$ cat src/rtl/dbg_cmd_pkg.sv
// Shared types and constants for the host-debug command sequencer.
package dbg_cmd_pkg;

    typedef enum logic [3:0] {
        S_IDLE,
        S_ADDR_HI,
        S_ADDR_LO,
        S_DATA,
        S_GRAB,
        S_ACCESS,
        S_TX,
        S_TXW,
        S_RELEASE
    } state_e;

    localparam logic [7:0] OP_WR   = 8'h02;
    localparam logic [7:0] OP_RD   = 8'h03;
    localparam logic [7:0] OP_HOLD = 8'h06;
    localparam logic [7:0] OP_RUN  = 8'h07;

    localparam logic [7:0] ACK_BYTE = 8'hA5;
    localparam logic [7:0] NAK_BYTE = 8'hEE;

    localparam int unsigned TMR_W = 17;

    function automatic logic [7:0] sat_inc(input logic [7:0] v);
        return (v == 8'hFF) ? v : v + 8'd1;
    endfunction

endpackage

$ cat src/rtl/dbg_byte_timer.sv
// Inter-byte watchdog: counts enabled cycles since the last clear and pulses
// expire once LIMIT cycles have elapsed.
module dbg_byte_timer #(
    parameter int unsigned W     = 17,
    parameter int unsigned LIMIT = 100000
) (
    input  logic clk,
    input  logic rst,
    input  logic clr,
    input  logic en,
    output logic expire
);

    logic [W-1:0] cnt_q, cnt_d;

    assign expire = en && !clr && (cnt_q == W'(LIMIT - 1));

    always_comb begin
        cnt_d = cnt_q + 1'b1;
        if (clr || !en || expire) begin
            cnt_d = '0;
        end
    end

    always_ff @(posedge clk) begin
        if (rst) begin
            cnt_q <= '0;
        end else begin
            cnt_q <= cnt_d;
        end
    end

endmodule

$ cat src/rtl/dbg_cmd_ctrl.sv
// Host-debug command sequencer: UART byte commands to memory-bus accesses.
// Optional DBG_CMD_ACK_EN: send A5 after WR/HOLD/RUN, EE after abort/unknown.
module dbg_cmd_ctrl
    import dbg_cmd_pkg::*;
#(
    parameter logic [7:0]  CMD_WR      = OP_WR,
    parameter logic [7:0]  CMD_RD      = OP_RD,
    parameter logic [7:0]  CMD_HOLD    = OP_HOLD,
    parameter logic [7:0]  CMD_RUN     = OP_RUN,
    parameter int unsigned TIMEOUT_CYC = 100000
) (
    input  logic        clk,
    input  logic        rst,
    input  logic        rx_valid,
    input  logic [7:0]  rx_data,
    output logic        tx_start,
    output logic [7:0]  tx_data,
    input  logic        tx_active,
    input  logic        tx_done,
    output logic        cpu_rst,
    output logic        cpu_pause,
    input  logic        cpu_idle,
    output logic        host_own,
    output logic        mem_req,
    output logic        mem_we,
    output logic [15:0] mem_addr,
    output logic [7:0]  mem_wdata,
    input  logic [7:0]  mem_rdata,
    input  logic        mem_ack,
    output logic [7:0]  err_cnt
);

    state_e      state_q, state_d;
    logic        cpu_rst_q, cpu_rst_d;
    logic        cpu_pause_q, cpu_pause_d;
    logic        host_own_q, host_own_d;
    logic        mem_req_q, mem_req_d;
    logic        mem_we_q, mem_we_d;
    logic [15:0] mem_addr_q, mem_addr_d;
    logic [7:0]  mem_wdata_q, mem_wdata_d;
    logic        tx_start_q, tx_start_d;
    logic [7:0]  tx_data_q, tx_data_d;
    logic [7:0]  err_cnt_q, err_cnt_d;
    logic        is_wr_q, is_wr_d;
    logic        paused_q, paused_d;
    logic [7:0]  byte_q, byte_d;
    logic        err_inc;
    logic        tmr_en;
    logic        tmr_expire;

    assign tmr_en = (state_q == S_ADDR_HI) || (state_q == S_ADDR_LO) || (state_q == S_DATA);

    dbg_byte_timer #(
        .W     (TMR_W),
        .LIMIT (TIMEOUT_CYC)
    ) u_timer (
        .clk    (clk),
        .rst    (rst),
        .clr    (rx_valid),
        .en     (tmr_en),
        .expire (tmr_expire)
    );

    always_comb begin
        state_d     = state_q;
        cpu_rst_d   = cpu_rst_q;
        cpu_pause_d = cpu_pause_q;
        host_own_d  = host_own_q;
        mem_req_d   = mem_req_q;
        mem_we_d    = mem_we_q;
        mem_addr_d  = mem_addr_q;
        mem_wdata_d = mem_wdata_q;
        tx_start_d  = 1'b0;
        tx_data_d   = tx_data_q;
        is_wr_d     = is_wr_q;
        paused_d    = paused_q;
        byte_d      = byte_q;
        err_inc     = 1'b0;

        case (state_q)
            S_IDLE: begin
                if (rx_valid) begin
                    if (rx_data == CMD_WR || rx_data == CMD_RD) begin
                        is_wr_d = (rx_data == CMD_WR);
                        state_d = S_ADDR_HI;
                    end else if (rx_data == CMD_HOLD) begin
                        cpu_rst_d   = 1'b1;
                        cpu_pause_d = 1'b0;
                        host_own_d  = 1'b1;
`ifdef DBG_CMD_ACK_EN
                        byte_d  = ACK_BYTE;
                        state_d = S_TX;
`endif
                    end else if (rx_data == CMD_RUN) begin
                        cpu_rst_d  = 1'b0;
                        host_own_d = 1'b0;
`ifdef DBG_CMD_ACK_EN
                        byte_d  = ACK_BYTE;
                        state_d = S_TX;
`endif
                    end else begin
                        err_inc = 1'b1;
`ifdef DBG_CMD_ACK_EN
                        byte_d  = NAK_BYTE;
                        state_d = S_TX;
`endif
                    end
                end
            end
            S_ADDR_HI, S_ADDR_LO, S_DATA: begin
                if (rx_valid) begin
                    if (state_q == S_ADDR_HI) begin
                        mem_addr_d[15:8] = rx_data;
                        state_d          = S_ADDR_LO;
                    end else if (state_q == S_ADDR_LO) begin
                        mem_addr_d[7:0] = rx_data;
                        state_d         = is_wr_q ? S_DATA : S_GRAB;
                    end else begin
                        mem_wdata_d = rx_data;
                        state_d     = S_GRAB;
                    end
                end else if (tmr_expire) begin
                    err_inc = 1'b1;
`ifdef DBG_CMD_ACK_EN
                    byte_d  = NAK_BYTE;
                    state_d = S_TX;
`else
                    state_d = S_IDLE;
`endif
                end
            end
            S_GRAB: begin
                // host_own is already 1 when the CPU is held in reset, or
                // becomes 1 one cycle after a paused CPU reports idle.
                if (host_own_q) begin
                    mem_req_d = 1'b1;
                    mem_we_d  = is_wr_q;
                    state_d   = S_ACCESS;
                end else begin
                    cpu_pause_d = 1'b1;
                    if (cpu_idle) begin
                        host_own_d = 1'b1;
                        paused_d   = 1'b1;
                    end
                end
            end
            S_ACCESS: begin
                if (mem_ack) begin
                    mem_req_d = 1'b0;
                    mem_we_d  = 1'b0;
                    byte_d    = mem_rdata;
                    if (!is_wr_q) begin
                        state_d = S_TX;
                    end else begin
`ifdef DBG_CMD_ACK_EN
                        byte_d  = ACK_BYTE;
                        state_d = S_TX;
`else
                        state_d = S_RELEASE;
`endif
                    end
                end
            end
            S_TX: begin
                if (!tx_active) begin
                    tx_start_d = 1'b1;
                    tx_data_d  = byte_q;
                    state_d    = S_TXW;
                end
            end
            S_TXW: begin
                if (tx_done) begin
                    state_d = S_RELEASE;
                end
            end
            S_RELEASE: begin
                if (paused_q) begin
                    host_own_d  = 1'b0;
                    cpu_pause_d = 1'b0;
                    paused_d    = 1'b0;
                end
                state_d = S_IDLE;
            end
            default: state_d = S_IDLE;
        endcase

        if (rx_valid && (state_q == S_GRAB || state_q == S_ACCESS || state_q == S_TX ||
                         state_q == S_TXW || state_q == S_RELEASE)) begin
            err_inc = 1'b1;
        end

        err_cnt_d = err_inc ? sat_inc(err_cnt_q) : err_cnt_q;
    end

    always_ff @(posedge clk) begin
        if (rst) begin
            state_q     <= S_IDLE;
            cpu_rst_q   <= 1'b1;
            cpu_pause_q <= 1'b0;
            host_own_q  <= 1'b1;
            mem_req_q   <= 1'b0;
            mem_we_q    <= 1'b0;
            mem_addr_q  <= '0;
            mem_wdata_q <= '0;
            tx_start_q  <= 1'b0;
            tx_data_q   <= '0;
            err_cnt_q   <= '0;
            is_wr_q     <= 1'b0;
            paused_q    <= 1'b0;
            byte_q      <= '0;
        end else begin
            state_q     <= state_d;
            cpu_rst_q   <= cpu_rst_d;
            cpu_pause_q <= cpu_pause_d;
            host_own_q  <= host_own_d;
            mem_req_q   <= mem_req_d;
            mem_we_q    <= mem_we_d;
            mem_addr_q  <= mem_addr_d;
            mem_wdata_q <= mem_wdata_d;
            tx_start_q  <= tx_start_d;
            tx_data_q   <= tx_data_d;
            err_cnt_q   <= err_cnt_d;
            is_wr_q     <= is_wr_d;
            paused_q    <= paused_d;
            byte_q      <= byte_d;
        end
    end

    assign cpu_rst   = cpu_rst_q;
    assign cpu_pause = cpu_pause_q;
    assign host_own  = host_own_q;
    assign mem_req   = mem_req_q;
    assign mem_we    = mem_we_q;
    assign mem_addr  = mem_addr_q;
    assign mem_wdata = mem_wdata_q;
    assign tx_start  = tx_start_q;
    assign tx_data   = tx_data_q;
    assign err_cnt   = err_cnt_q;

endmodule

$ cat config.mk
export PLATFORM = sky130hd
export DESIGN_NAME = dbg_cmd_ctrl
export DESIGN_NICKNAME = d
export VERILOG_FILES = /design/src/rtl/dbg_cmd_pkg.sv /design/src/rtl/dbg_byte_timer.sv /design/src/rtl/dbg_cmd_ctrl.sv
export SDC_FILE = /design/constraint.sdc
export NUM_CORES = 1
export LEC_CHECK = 0
export BUFFER_PORTS_ARGS = -buffer_cell sky130_fd_sc_hd__buf_2
export CAP_MARGIN = 20
export CORE_MARGIN = 1
export CORE_UTILIZATION = 35
export CTS_CLUSTER_DIAMETER = 40
export CTS_CLUSTER_SIZE = 20
export DETAILED_ROUTE_END_ITERATION = 16
export PLACE_DENSITY = 0.59
export SLEW_MARGIN = 20
export SYNTH_ARGS = -nofsm -noshare
export SYNTH_HDL_FRONTEND = slang
export SYNTH_SLANG_ARGS = --single-unit
$ cat constraint.sdc
create_clock -name clk -period 2.2 [get_ports clk]
set_input_delay 0 -clock clk [delete_from_list [all_inputs] [get_ports clk]]
set_output_delay 0 -clock clk [all_outputs]
set_load 0.01 [all_outputs]
==> tab_implementation.tex, run 1 <==
\begin{tabular}{lr}
\hline
Metric & Value \\
\hline
\multicolumn{2}{l}{\textbf{Floorplan}} \\
\quad Chip width & 99.57 um \\
\quad Die ar. & 9914 sq um \\
\quad Starting utilization of the core area & 0.3606 \\
\quad Die outline height & about 100 um \\
\quad Number of ports placed on the die boundary & 69 \\
\quad Core outline area & 9240 sq um \\
\quad Placement Rows & 35 \\
\multicolumn{2}{l}{\textbf{GRT}} \\
\quad Global Route Usage Sum & 0.1598 \\
\quad Via count of the first global-routing pass & 2796 \\
\quad Overflow after GRT & 0 \\
\quad Global-route wire length before repair & 12800 um \\
\quad Number of antenna violations at the first check in global routing & 0 \\
\quad Largest net degree at the start of global routing & 42 \\
\multicolumn{2}{l}{\textbf{Synthesis}} \\
\quad Synth Net Count & 386 \\
\quad Flops \& latches, synth & between 70 and 80 \\
\quad Netlist Area Pre-Place & 3332 sq um \\
\quad Average footprint of a synthesized cell & 9.230 sq um \\
\quad Sequential share of the synthesized area & 0.4626 \\
\quad Synthesized instance count & 361 \\
\quad Number of distinct library cells after synthesis & 50 \\
\quad Fraction of registers with async set/reset & 0 \\
\quad Flip-flop cell with the highest count after synthesis & dfxtp\_1 \\
\quad EDFF count, synth & 0 \\
\quad Synth warnings & 0 \\
\multicolumn{2}{l}{\textbf{Drt}} \\
\quad Drt first-iter violations & 108 \\
\quad DRC Markers & 0 \\
\quad Pre-antenna DRT Iters & 4 \\
\quad Number of vias after detailed routing & between 2000 and 3000 \\
\quad Number of vias per cell after detailed routing & 4.920 \\
\quad Routed WL per cell & 13.08 um \\
\quad Remaining antenna violation count after routing & 0 \\
\quad Final Routed Wirelength & 7650 um \\
\multicolumn{2}{l}{\textbf{Final layout}} \\
\quad Share of cells above drive strength 1 & 0.2215 \\
\quad Area of all placed cells without fillers & 4200 sq um \\
\quad Non-filler instance count after layout & around 590 \\
\quad Filler cell count in the final layout & a little over 900 \\
\quad Ant diodes & 0 \\
\quad Count of nets after finishing & 476 \\
\quad Synth-to-layout area growth & 26.06\% \\
\multicolumn{2}{l}{\textbf{Clock tree}} \\
\quad Total number of clock tree sinks & 77 \\
\quad Clock-pin slew of the registers on the worst-case setup and hold paths & 90 ps \\
\quad Max Buffers Root-to-Sink & 2 \\
\quad Setup repair bufs after CTS & 0 \\
\quad Root buffer selected by CTS & clkbuf\_8 \\
\quad CTS tree & yes \\
\quad Number of buffers created by CTS & 9 \\
\quad Insertion delay of the later-clocked pin in the worst-skew pair & 350 ps \\
\quad Deepest level of the CTS H-tree & 3 \\
\multicolumn{2}{l}{\textbf{Pwr}} \\
\quad Overall power of the completed layout & 0.002731 W \\
\quad Maximum ir drop on the vdd rail & 0.3936 mV \\
\quad Pwr/cell area & 650.3 nW/um\^{}2 \\
\quad Leakage component of the power & about 1.8 nW \\
\multicolumn{2}{l}{\textbf{Timing}} \\
\quad Final number of setup-violating endpoints & 0 \\
\quad Slew @ Worst Pin & 638.4 ps \\
\quad Portion of the clock cycle consumed by the worst path in the final layout & 0.9203 \\
\quad Minimum hold slack & 66.17 ps \\
\quad Total Neg Setup Slack & 0 ps \\
\quad Achievable clock frequency & 493.9 MHz \\
\quad Relative max-transition margin & 0.5732 \\
\quad Setup repair after global routing missed its margin & false \\
\quad Post-layout min period & 2025 ps \\
\quad Final clock skew & around 10 ps \\
\quad Max Slew Vio Count & 0 \\
\quad Hold violation count in the final report & 0 \\
\multicolumn{2}{l}{\textbf{Critical path}} \\
\quad Required time of the critical path & 2480 ps \\
\quad Crit Path Max Fanout & 12 \\
\quad Critical Path Start Type & register \\
\quad Largest incremental delay on the critical path & 470 ps \\
\quad Critical-path cell list & ha\_1 -> and4\_1 -> nand4\_1 -> o22a\_4 -> or4\_1 -> a21oi\_1 \\
\quad Worst setup path category & register to register \\
\quad Slowest cell on crit path & or4\_1 \\
\quad Worst endpoint data arrival time & about 2300 ps \\
\quad Crit path capture type & register \\
\multicolumn{2}{l}{\textbf{Place}} \\
\quad Placed Cells incl. Taps & 552 \\
\quad HPWL reported at the end of detailed placement & 5296 um \\
\quad Routability congestion estimate from global placement & 0.8284 \\
\quad Placed cell area & $\sim$3800 sq um \\
\quad Input/output buffers & 68 \\
\multicolumn{2}{l}{\textbf{Min path}} \\
\quad Class of the tightest hold or removal check & input pin to register \\
\multicolumn{2}{l}{\textbf{Run status}} \\
\quad Outcome & finished, final reports clean \\
\multicolumn{2}{l}{\textbf{Job}} \\
\quad Max capacitance violation total & 0 \\
\hline
\end{tabular}
Yosys cell counts, types with 2 or more instances:
cell      number  share of area
dfxtp_1       77           0.46
nor2_1        69          0.078
mux2i_1       41           0.12
nand2_1       19          0.021
clkbuf_1      14          0.016
a21oi_1       13          0.020
nand3_1       11          0.017
and3_1        10          0.019
xor2_1        10          0.026
nand4_1        9          0.017
o21ai_0        9          0.014
nor2b_1        8          0.015
inv_1          5         0.0056
nand2b_1       5         0.0094
xnor2_1        5          0.013
o31ai_1        4         0.0090
or4_1          4         0.0090
nor4_1         3         0.0056
or3_1          3         0.0056
a41oi_1        2         0.0053
and4_1         2         0.0053
buf_6          2         0.0068
ha_1           2         0.0075
mux2_2         2         0.0068
nand4b_1       2         0.0053
nor3_2         2         0.0060
nor4bb_1       2         0.0060
o211ai_1       2         0.0045
o22ai_1        2         0.0038
o311ai_0       2         0.0053
placed cells by master, fill, tap and decap left out, types with 5 or more instances in the layout:
cell           instances
nor2b_1                8
nor2_1                69
nand2b_1               5
nand4_1                9
xnor2_1                5
mux2i_1               41
dfxtp_1               77
clkbuf_8              10
a21oi_1               13
o21ai_0                9
and3_1                10
inv_1                  5
dlygate4sd3_1         17
buf_4                 11
nand3_1               11
xor2_1                10
buf_2                 68
nand2_1               19
metrics by stage:
step / utilization / worst slack, ps
after global routing: 0.4546 / 14.18
after CTS: 0.4536 / 87.95
after detailed placement: 0.4152 / 112.6
after global placement: 0.4152 / 197.1
after floorplan: - / 284.5
final: 0.4546 / 175.4
per-layer routing:
metal / vias up / global-route usage / part of all wire
li1: 1467 / - / -
met1: 1331 / 0.1930 / 0.45
met2: 71 / 0.2730 / 0.48
met3: 9 / 0.05060 / 0.058
met4: 0 / 0.04525 / 0.0092
met5: - / 0 / 0
logic make-up (layout without fill, tap and decap cells):
logic type,count (synthesis),count (layout),share of synthesized area
xor gates and xnor gates,15,15,0.03943
buffers and inverters,22,117,0.02966
AOI/OAI and AO/OA,45,45,0.08938
muxes,44,44,0.1367
adders and majority gates,2,2,0.007509
DFF,77,77,0.4626
and+or+nand+nor,156,156,0.2347
power breakdown:
group | leakage [nW] | total, W | switching [W] | internal (W)
clock | 0.0945 | 0.000997 | 0.000542 | 0.000455
sequential | 0.620 | 0.00143 | 0.0000152 | 0.00142
combinational | 1.12 | 0.000304 | 0.000168 | 0.000136
total | 1.84 | 0.00273 | 0.000724 | 0.00201
sequential cells by signal, summed over array words and instances (netlist names):
name,flops
is_wr_q,1
u_timer.cnt_q,17
mem_we,1
tx_data,8
byte_q,8
tx_start,1
cpu_pause,1
mem_addr,16
paused_q,1
state_q,4
host_own,1
mem_req,1
mem_wdata,8
cpu_rst,1
err_cnt,8
layout make-up:
type,instances,area [sq um],share of cell area
multi-input cells,262,1700,0.4048
inverters,5,18.77,0.004468
clock buffers,11,141.4,0.03366
well taps,129,161.4,0.03843
repair buffers,96,593.1,0.1412
flip-flops and latches,77,1541,0.3670
clock inverters,5,43.79,0.01043
worst paths after layout:
| path | from | endpoint | slack (ps) | cells after the start |
|---|---|---|---|---|
| max | u_timer.cnt_q[0]$_SDFF_PP0_ | err_cnt[4]$_SDFFE_PP0P_ | 180 | 6 |
| min | rst | is_wr_q$_SDFFE_PP0P_ | 70 | 2 |
| min reg2reg | mem_req$_SDFFE_PP0P_ | mem_req$_SDFFE_PP0P_ | 460 | 2 |
| max reg2reg | u_timer.cnt_q[0]$_SDFF_PP0_ | err_cnt[4]$_SDFFE_PP0P_ | 180 | 6 |
critical path: cells and delay by family, from the launching register on:
family                   cells  cell delay [ps]
flip-flops                   1              410
AND/OR/NAND/NOR              3              860
adder cells (fa/ha/maj)      1              240
AO/OA/AOI/OAI                2              440
timing repair:
item | 4_1_cts | 5_1_grt
setup endpoints to repair | 0 | 3
resized for setup | 0 | 2
hold buffers | 17 | 0
endpoints found under the hold margin | 31 | 0
Power figures use the tool's default switching activity.
==> run 2, diff against run 1 <==
- CORE_UTILIZATION: 35 -> 50
- PLACE_DENSITY: 0.59 -> 0.78
==> tab_implementation.tex, run 2 (synthesized netlist as in run 1, its figures left out) <==
\begin{tabular}{lr}
\hline
Metric & Value \\
\hline
\multicolumn{2}{l}{\textbf{Pwr}} \\
\quad Clock network fraction of design power & 0.386 (was 0.365) \\
\quad Leakage component of the power & 1.860 nW (was 1.837 nW) \\
\quad Int Power & 0.002118 W (was 0.002007 W) \\
\quad Sequential share of power & 0.504 (was 0.524) \\
\quad Maximum ir drop on the vdd rail & 0.6077 mV (was 0.3936 mV) \\
\quad Pwr/cell area & 678.0 nW/um\^{}2 (was 650.3 nW/um\^{}2) \\
\quad P\_sw & 0.0007191 W (was 0.0007245 W) \\
\quad Combinational cell fraction of total power & 0.109 (was 0.111) \\
\quad Switching share of power & 0.2534 (was 0.2652) \\
\multicolumn{2}{l}{\textbf{Critical path}} \\
\quad Required time of the critical path & 2470 ps (was 2480 ps) \\
\quad Crit path capture type & register (unchanged) \\
\quad Worst endpoint data arrival time & 2310 ps (was 2300 ps) \\
\quad Worst setup path category & register to register (unchanged) \\
\quad Crit Path Max Fanout & 12 (unchanged) \\
\quad Critical Path Start Type & register (unchanged) \\
\multicolumn{2}{l}{\textbf{Timing}} \\
\quad Max Slew Vio Count & 0 (unchanged) \\
\quad Slew @ Worst Pin & 607.5 ps (was 638.4 ps) \\
\quad Achievable clock frequency & 492.2 MHz (was 493.9 MHz) \\
\quad Final number of setup-violating endpoints & 0 (unchanged) \\
\quad Relative max-transition margin & 0.5950 (was 0.5732) \\
\quad Hold violation count in the final report & 0 (unchanged) \\
\quad Final clock skew & 13.28 ps (was 9.954 ps) \\
\quad Post-layout min period & 2032 ps (was 2025 ps) \\
\quad Portion of the clock cycle consumed by the worst path in the final layout & 0.9236 (was 0.9203) \\
\multicolumn{2}{l}{\textbf{Clock tree}} \\
\quad Max Buffers Root-to-Sink & 2 (unchanged) \\
\quad Root buffer selected by CTS & clkbuf\_8 (unchanged) \\
\quad Clock-pin slew of the registers on the worst-case setup and hold paths & 80 ps (was 90 ps) \\
\quad Deepest level of the CTS H-tree & 3 (unchanged) \\
\quad Insertion delay of the later-clocked pin in the worst-skew pair & 360 ps (was 350 ps) \\
\quad Number of buffers created by CTS & 9 (unchanged) \\
\quad Total number of clock tree sinks & 77 (unchanged) \\
\quad CTS tree & yes (unchanged) \\
\multicolumn{2}{l}{\textbf{Drt}} \\
\quad Top layer in use & met4 (unchanged) \\
\quad Met1 layer wirelength in the final routing & 3377 um (was 3461 um) \\
\quad Final Routed Wirelength & 7725 um (was 7650 um) \\
\quad Number of vias after detailed routing & 2959 (was 2878) \\
\quad Drt first-iter violations & 104 (was 108) \\
\quad DRC Markers & 0 (unchanged) \\
\quad Pre-antenna DRT Iters & 4 (unchanged) \\
\quad Routed wire length on met2 & 3858 um (was 3674 um) \\
\quad Remaining antenna violation count after routing & 0 (unchanged) \\
\quad Wire length on met3 & 418 um (was 444 um) \\
\quad Number of vias per cell after detailed routing & 5.521 (was 4.920) \\
\quad Routed WL per cell & 14.41 um (was 13.08 um) \\
\multicolumn{2}{l}{\textbf{Job}} \\
\quad Max capacitance violation total & 0 (unchanged) \\
\multicolumn{2}{l}{\textbf{Run status}} \\
\quad Outcome & finished, final reports clean (unchanged) \\
\multicolumn{2}{l}{\textbf{Place}} \\
\quad HPWL reported at the end of detailed placement & 5080 um (was 5296 um) \\
\quad Routability congestion estimate from global placement & 0.8510 (was 0.8284) \\
\quad Input/output buffers & 68 (unchanged) \\
\quad Placed Cells incl. Taps & 502 (was 552) \\
\multicolumn{2}{l}{\textbf{Floorplan}} \\
\quad Chip width & 83.63 um (was 99.57 um) \\
\quad Die ar. & 6994 sq um (was 9914 sq um) \\
\quad Die outline height & 83.63 um (was 99.57 um) \\
\quad Core outline area & 6386 sq um (was 9240 sq um) \\
\quad Starting utilization of the core area & 0.5217 (was 0.3606) \\
\quad Placement Rows & 29 (was 35) \\
\quad Number of ports placed on the die boundary & 69 (unchanged) \\
\multicolumn{2}{l}{\textbf{Final layout}} \\
\quad Most flop-heavy register & u\_timer.cnt\_q (unchanged) \\
\quad Non-filler instance count after layout & 536 (was 585) \\
\quad Synth-to-layout area growth & 25.61\% (was 26.06\%) \\
\quad Largest register FFs & 17 (unchanged) \\
\quad Most common library cell in the layout ignoring fill and taps & dfxtp\_1 (unchanged) \\
\quad Core occupancy in the finished layout & 0.6554 (was 0.4546) \\
\quad Top library cells by usage in the layout, fill and taps aside & dfxtp\_1, nor2\_1, buf\_2 (unchanged) \\
\quad Count of nets after finishing & 479 (was 476) \\
\quad Ant diodes & 0 (unchanged) \\
\quad Share of cells above drive strength 1 & 0.2288 (was 0.2215) \\
\multicolumn{2}{l}{\textbf{GRT}} \\
\quad Global Route Usage Sum & 0.2272 (was 0.1598) \\
\quad Overflow after GRT & 0 (unchanged) \\
\quad Largest net degree at the start of global routing & 61 (was 42) \\
\quad Via count of the first global-routing pass & 2784 (was 2796) \\
\quad Number of antenna violations at the first check in global routing & 0 (unchanged) \\
\quad Global-route wire length before repair & 12770 um (was 12800 um) \\
\multicolumn{2}{l}{\textbf{Min path}} \\
\quad Class of the tightest hold or removal check & input pin to register (unchanged) \\
\hline
\end{tabular}
==> run 2: changes by cell type in the layout (fill, tap and decap cells not counted) <==
cell,before,now
clkbuf_1,1,0
clkinv_2,0,1
ha_1,2,1
buf_4,11,13
ha_2,0,1
inv_6,2,1
dlygate4sd3_1,17,18
bufinv_16,0,1
==> run 2: layout make-up <==
type | instances | area, sq um
sequential | 77 | 1541
multi-input combinational | 262 | 1703
clock inverter | 6 | 70.07
fill | 513 | 2201
timing repair buffer | 99 | 618.1
tap | 77 | 96.34
inverter | 5 | 18.77
clock buffer | 10 | 137.6
==> run 2: final timing paths <==
kind | cells past startpoint | from | slack, ps | endpoint
max | 6 | u_timer.cnt_q[0]$_SDFF_PP0_ | 170 | err_cnt[3]$_SDFFE_PP0P_
min reg2reg | 2 | mem_req$_SDFFE_PP0P_ | 460 | mem_req$_SDFFE_PP0P_
min | 4 | cpu_idle | 80 | host_own$_SDFFE_PP1P_
max reg2reg | 6 | u_timer.cnt_q[0]$_SDFF_PP0_ | 170 | err_cnt[3]$_SDFFE_PP0P_
==> run 2: through the flow <==
step / hold WS (ps) / setup WS [ps] / area, sq um / power (W) / setup TNS, ps
6_report: 77.73 / 168.1 / 4185 / 0.002837 / 0
5_1_grt: 97.24 / -2.727 / 4185 / 0.002948 / -2.727
4_1_cts: 69.05 / 107.0 / 4174 / 0.002857 / 0
3_5_place_dp: 221.3 / 142.0 / 3786 / 0.001739 / 0
3_3_place_gp: 215.3 / 221.8 / 3786 / 0.001734 / 0
2_1_floorplan: 78.51 / 284.5 / 3332 / 0.001642 / 0
==> run 2: repair_timing <==
action / in CTS / in global routing
setup endpoints to repair: 0 / 3
endpoints found under the hold margin: 34 / 0
resized for setup: 0 / 3
buffers inserted: 0 / 0
hold buffers: 18 / 0
==> run 2: critical path, stage by stage (launching register included) <==
cell and delay [ps]:
dfxtp_1 410, ha_2 240, and4_1 220, nand4_1 170
o22a_4 290, or4_1 480, a21oi_1 160
==> run 2: power groups by stage <==
| stage | registers [W] | clock network [W] | logic (W) |
|---|---|---|---|
| floorplan | 0.00147 | 0 | 0.000171 |
| finish | 0.00143 | 0.00110 | 0.000310 |
| global placement | 0.00146 | 0 | 0.000272 |
| global route | 0.00143 | 0.00118 | 0.000337 |
| detailed placement | 0.00146 | 0 | 0.000276 |
| CTS | 0.00143 | 0.00113 | 0.000301 |
==> run 2: routing by layer <==
metal  up-vias  global-route usage
li1       1470                   -
met1      1419              0.2707
met2        62              0.3865
met3         8             0.08210
met4         0             0.06009
met5         -                   0
==> run 3, diff against run 2 <==
- CORE_UTILIZATION: 50 -> 45
- PLACE_DENSITY: 0.78 -> 0.72
==> tab_implementation.tex, run 3 (synthesized netlist as in run 1, its figures left out) <==
\begin{tabular}{lr}
\hline
Metric & Value \\
\hline
\multicolumn{2}{l}{\textbf{Run status}} \\
\quad Outcome & finished, final reports clean (unchanged) \\
\multicolumn{2}{l}{\textbf{GRT}} \\
\quad Number of antenna violations at the first check in global routing & 0 (unchanged) \\
\quad Overflow after GRT & 0 (unchanged) \\
\quad Global-route wire length before repair & 12430 um (was 12770 um) \\
\quad Global Route Usage Sum & 0.2072 (was 0.2272) \\
\quad Largest net degree at the start of global routing & 42 (was 61) \\
\quad Via count of the first global-routing pass & 2732 (was 2784) \\
\multicolumn{2}{l}{\textbf{Critical path}} \\
\quad CP Depth & 7 (was 6) \\
\quad Worst setup path category & input pin to register (was register to register) \\
\quad Category of cells accounting for the largest share of critical-path delay & buffers and inverters (was simple AND/OR/NAND/NOR gates) \\
\quad Slowest cell on crit path & dlygate4sd3\_1 (was or4\_1) \\
\quad End of the worst register-to-register path & err\_cnt[5]\$\_SDFFE\_PP0P\_ (was err\_cnt[3]\$\_SDFFE\_PP0P\_) \\
\quad Required time of the critical path & 2440 ps (was 2470 ps) \\
\quad Crit Path Max Fanout & 5 (was 12) \\
\quad Worst Reg2Reg Path Length in Cells & 6 (unchanged) \\
\quad Largest incremental delay on the critical path & 530 ps (was 480 ps) \\
\quad Critical-path cell list & dlygate4sd3\_1 -> buf\_2 -> nor4\_1 -> buf\_4 -> nand4b\_1 -> a311o\_1 -> mux2\_2 (was ha\_2 -> and4\_1 -> nand4\_1 -> o22a\_4 -> or4\_1 -> a21oi\_1) \\
\quad Critical Path Start Type & input pin (was register) \\
\quad Crit path capture type & register (unchanged) \\
\quad Launching point of the worst reg2reg path & u\_timer.cnt\_q[0]\$\_SDFF\_PP0\_ (unchanged) \\
\quad Worst endpoint data arrival time & 2260 ps (was 2310 ps) \\
\quad CP Buf/Inv Count & 3 (was 0) \\
\quad Worst R2R Setup Slack & 190 ps (was 170 ps) \\
\multicolumn{2}{l}{\textbf{Drt}} \\
\quad Number of vias after detailed routing & 2918 (was 2959) \\
\quad Remaining antenna violation count after routing & 0 (unchanged) \\
\quad Final Routed Wirelength & 7660 um (was 7725 um) \\
\quad Drt first-iter violations & 114 (was 104) \\
\quad Number of vias per cell after detailed routing & 5.248 (was 5.521) \\
\quad Pre-antenna DRT Iters & 4 (unchanged) \\
\quad Routed WL per cell & 13.78 um (was 14.41 um) \\
\quad DRC Markers & 0 (unchanged) \\
\multicolumn{2}{l}{\textbf{Final layout}} \\
\quad Most flop-heavy register & u\_timer.cnt\_q (unchanged) \\
\quad Area of all placed cells without fillers & 4195 sq um (was 4185 sq um) \\
\quad Largest register FFs & 17 (unchanged) \\
\quad Most common library cell in the layout ignoring fill and taps & dfxtp\_1 (unchanged) \\
\quad Filler cell count in the final layout & 663 (was 513) \\
\quad Synth-to-layout area growth & 25.91\% (was 25.61\%) \\
\quad Count of nets after finishing & 477 (was 479) \\
\quad Share of cells above drive strength 1 & 0.2254 (was 0.2288) \\
\quad Core occupancy in the finished layout & 0.5815 (was 0.6554) \\
\quad Ant diodes & 0 (unchanged) \\
\quad Top library cells by usage in the layout, fill and taps aside & dfxtp\_1, nor2\_1, buf\_2 (unchanged) \\
\multicolumn{2}{l}{\textbf{Min path}} \\
\quad Worst hold stages & 2 (was 4) \\
\quad Class of the tightest hold or removal check & input pin to register (unchanged) \\
\quad Start point of the worst min-delay path & rst (was cpu\_idle) \\
\quad Hold Path Sink & paused\_q\$\_SDFFE\_PP0P\_ (was host\_own\$\_SDFFE\_PP1P\_) \\
\multicolumn{2}{l}{\textbf{Pwr}} \\
\quad Overall power of the completed layout & 0.002845 W (was 0.002837 W) \\
\quad Leakage component of the power & 1.850 nW (was 1.860 nW) \\
\quad Pwr/cell area & 678.2 nW/um\^{}2 (was 678.0 nW/um\^{}2) \\
\quad Maximum ir drop on the vdd rail & 0.4365 mV (was 0.6077 mV) \\
\multicolumn{2}{l}{\textbf{Timing}} \\
\quad Post-layout min period & 2017 ps (was 2032 ps) \\
\quad Final number of setup-violating endpoints & 0 (unchanged) \\
\quad Achievable clock frequency & 495.9 MHz (was 492.2 MHz) \\
\quad Max Slew Vio Count & 0 (unchanged) \\
\quad Setup repair after global routing missed its margin & false \\
\quad Total Neg Setup Slack & 0 ps (unchanged) \\
\quad Final clock skew & 10.34 ps (was 13.28 ps) \\
\quad Hold violation count in the final report & 0 (unchanged) \\
\quad Relative max-transition margin & 0.6327 (was 0.5950) \\
\quad Portion of the clock cycle consumed by the worst path in the final layout & 0.9166 (was 0.9236) \\
\quad Slew @ Worst Pin & 549.7 ps (was 607.5 ps) \\
\multicolumn{2}{l}{\textbf{Place}} \\
\quad Routability congestion estimate from global placement & 0.8822 (was 0.8510) \\
\quad Placed cell area & 3806 sq um (was 3786 sq um) \\
\quad Input/output buffers & 68 (unchanged) \\
\quad HPWL reported at the end of detailed placement & 5067 um (was 5080 um) \\
\multicolumn{2}{l}{\textbf{Clock tree}} \\
\quad Total number of clock tree sinks & 77 (unchanged) \\
\quad Setup repair bufs after CTS & 0 (unchanged) \\
\quad Root buffer selected by CTS & clkbuf\_8 (unchanged) \\
\quad Max Buffers Root-to-Sink & 2 (unchanged) \\
\quad Deepest level of the CTS H-tree & 3 (unchanged) \\
\quad Number of buffers created by CTS & 9 (unchanged) \\
\quad Clock-pin slew of the registers on the worst-case setup and hold paths & 80 ps (about the same) \\
\quad Insertion delay of the later-clocked pin in the worst-skew pair & 350 ps (was 360 ps) \\
\quad CTS tree & yes (unchanged) \\
\multicolumn{2}{l}{\textbf{Floorplan}} \\
\quad Placement Rows & 31 (was 29) \\
\quad Die outline height & 88.05 um (was 83.63 um) \\
\quad Core outline area & 7214 sq um (was 6386 sq um) \\
\quad Chip width & 88.05 um (was 83.63 um) \\
\quad Starting utilization of the core area & 0.4618 (was 0.5217) \\
\quad Die ar. & 7753 sq um (was 6994 sq um) \\
\quad Number of ports placed on the die boundary & 69 (unchanged) \\
\multicolumn{2}{l}{\textbf{Job}} \\
\quad Max capacitance violation total & 0 (unchanged) \\
\hline
\end{tabular}
==> run 3: changes by cell type in the layout (fill, tap and decap cells not counted), sizes merged <==
| cell | change |
|---|---|
| buf | -1 |
| clkinvlp | +1 |
| dlygate4sd3 | -1 |
| inv | -1 |
==> run 3: how the worst max path moves through the flow <==
stage / startpoint / to / slack, ps
global route: u_timer.cnt_q[0]$_SDFF_PP0_ / err_cnt[4]$_SDFFE_PP0P_ / 4
CTS: u_timer.cnt_q[0]$_SDFF_PP0_ / err_cnt[5]$_SDFFE_PP0P_ / 120
floorplan: state_q[2]$_SDFFE_PP0P_ / err_cnt[5]$_SDFFE_PP0P_ / 280
finish: rx_data[7] / state_q[0]$_SDFFE_PP0P_ / 180
detailed placement: u_timer.cnt_q[0]$_SDFF_PP0_ / err_cnt[5]$_SDFFE_PP0P_ / 120
global placement: u_timer.cnt_q[0]$_SDFF_PP0_ / err_cnt[3]$_SDFFE_PP0P_ / 200
==> run 3: repair_timing <==
| action | in CTS | in global routing |
|---|---|---|
| hold endpoints to repair | 34 | 0 |
| hold buffers | 17 | 0 |
| endpoints found under the setup margin | 0 | 3 |
| resized for setup | 0 | 2 |
==> run 3: power by group <==
part / internal [W] / switching [W]
logic: 0.000135 / 0.000168
clock network: 0.000563 / 0.000550
registers: 0.00142 / 0.0000149
==> run 3: cell type report <==
class                      instances  area (sq um)  share of cell area
multi-input combinational        262          1700              0.4053
sequential                        77          1541              0.3674
timing repair buffer              97         600.6              0.1432
clock buffer                      10         137.6             0.03281
tap                               99         123.9             0.02953
clock inverter                     6         72.57             0.01730
inverter                           5         18.77            0.004474
==> run 3: metal layers <==
layer | GRT usage | routed length, um | vias to the layer above | share of wire
met4 | 0.08211 | 127 | 0 | 0.017
met1 | 0.2501 | 3338 | 1357 | 0.44
met5 | 0 | 0 | - | 0
li1 | - | - | 1465 | -
met3 | 0.06880 | 513 | 11 | 0.067
met2 | 0.3411 | 3680 | 85 | 0.48
==> run 3: worst reg2reg max path, cell delays in order (launching register included) <==
cell and delay (ps):
dfxtp_1 390, ha_1 240, and4_1 240, nand4_1 150, o22a_4 280, or4_1 480
a21oi_1 160
==> run 3: per-stage QoR <==
step | cells | hold WS, ps | worst slack, ps
after floorplan | 361 | 78.51 | 284.5
after global routing | 556 | 61.54 | 3.840
after detailed placement | 523 | 216.2 | 120.4
after global placement | 523 | 219.2 | 197.1
final | 556 | 64.65 | 183.4
after CTS | 556 | 46.23 | 118.4
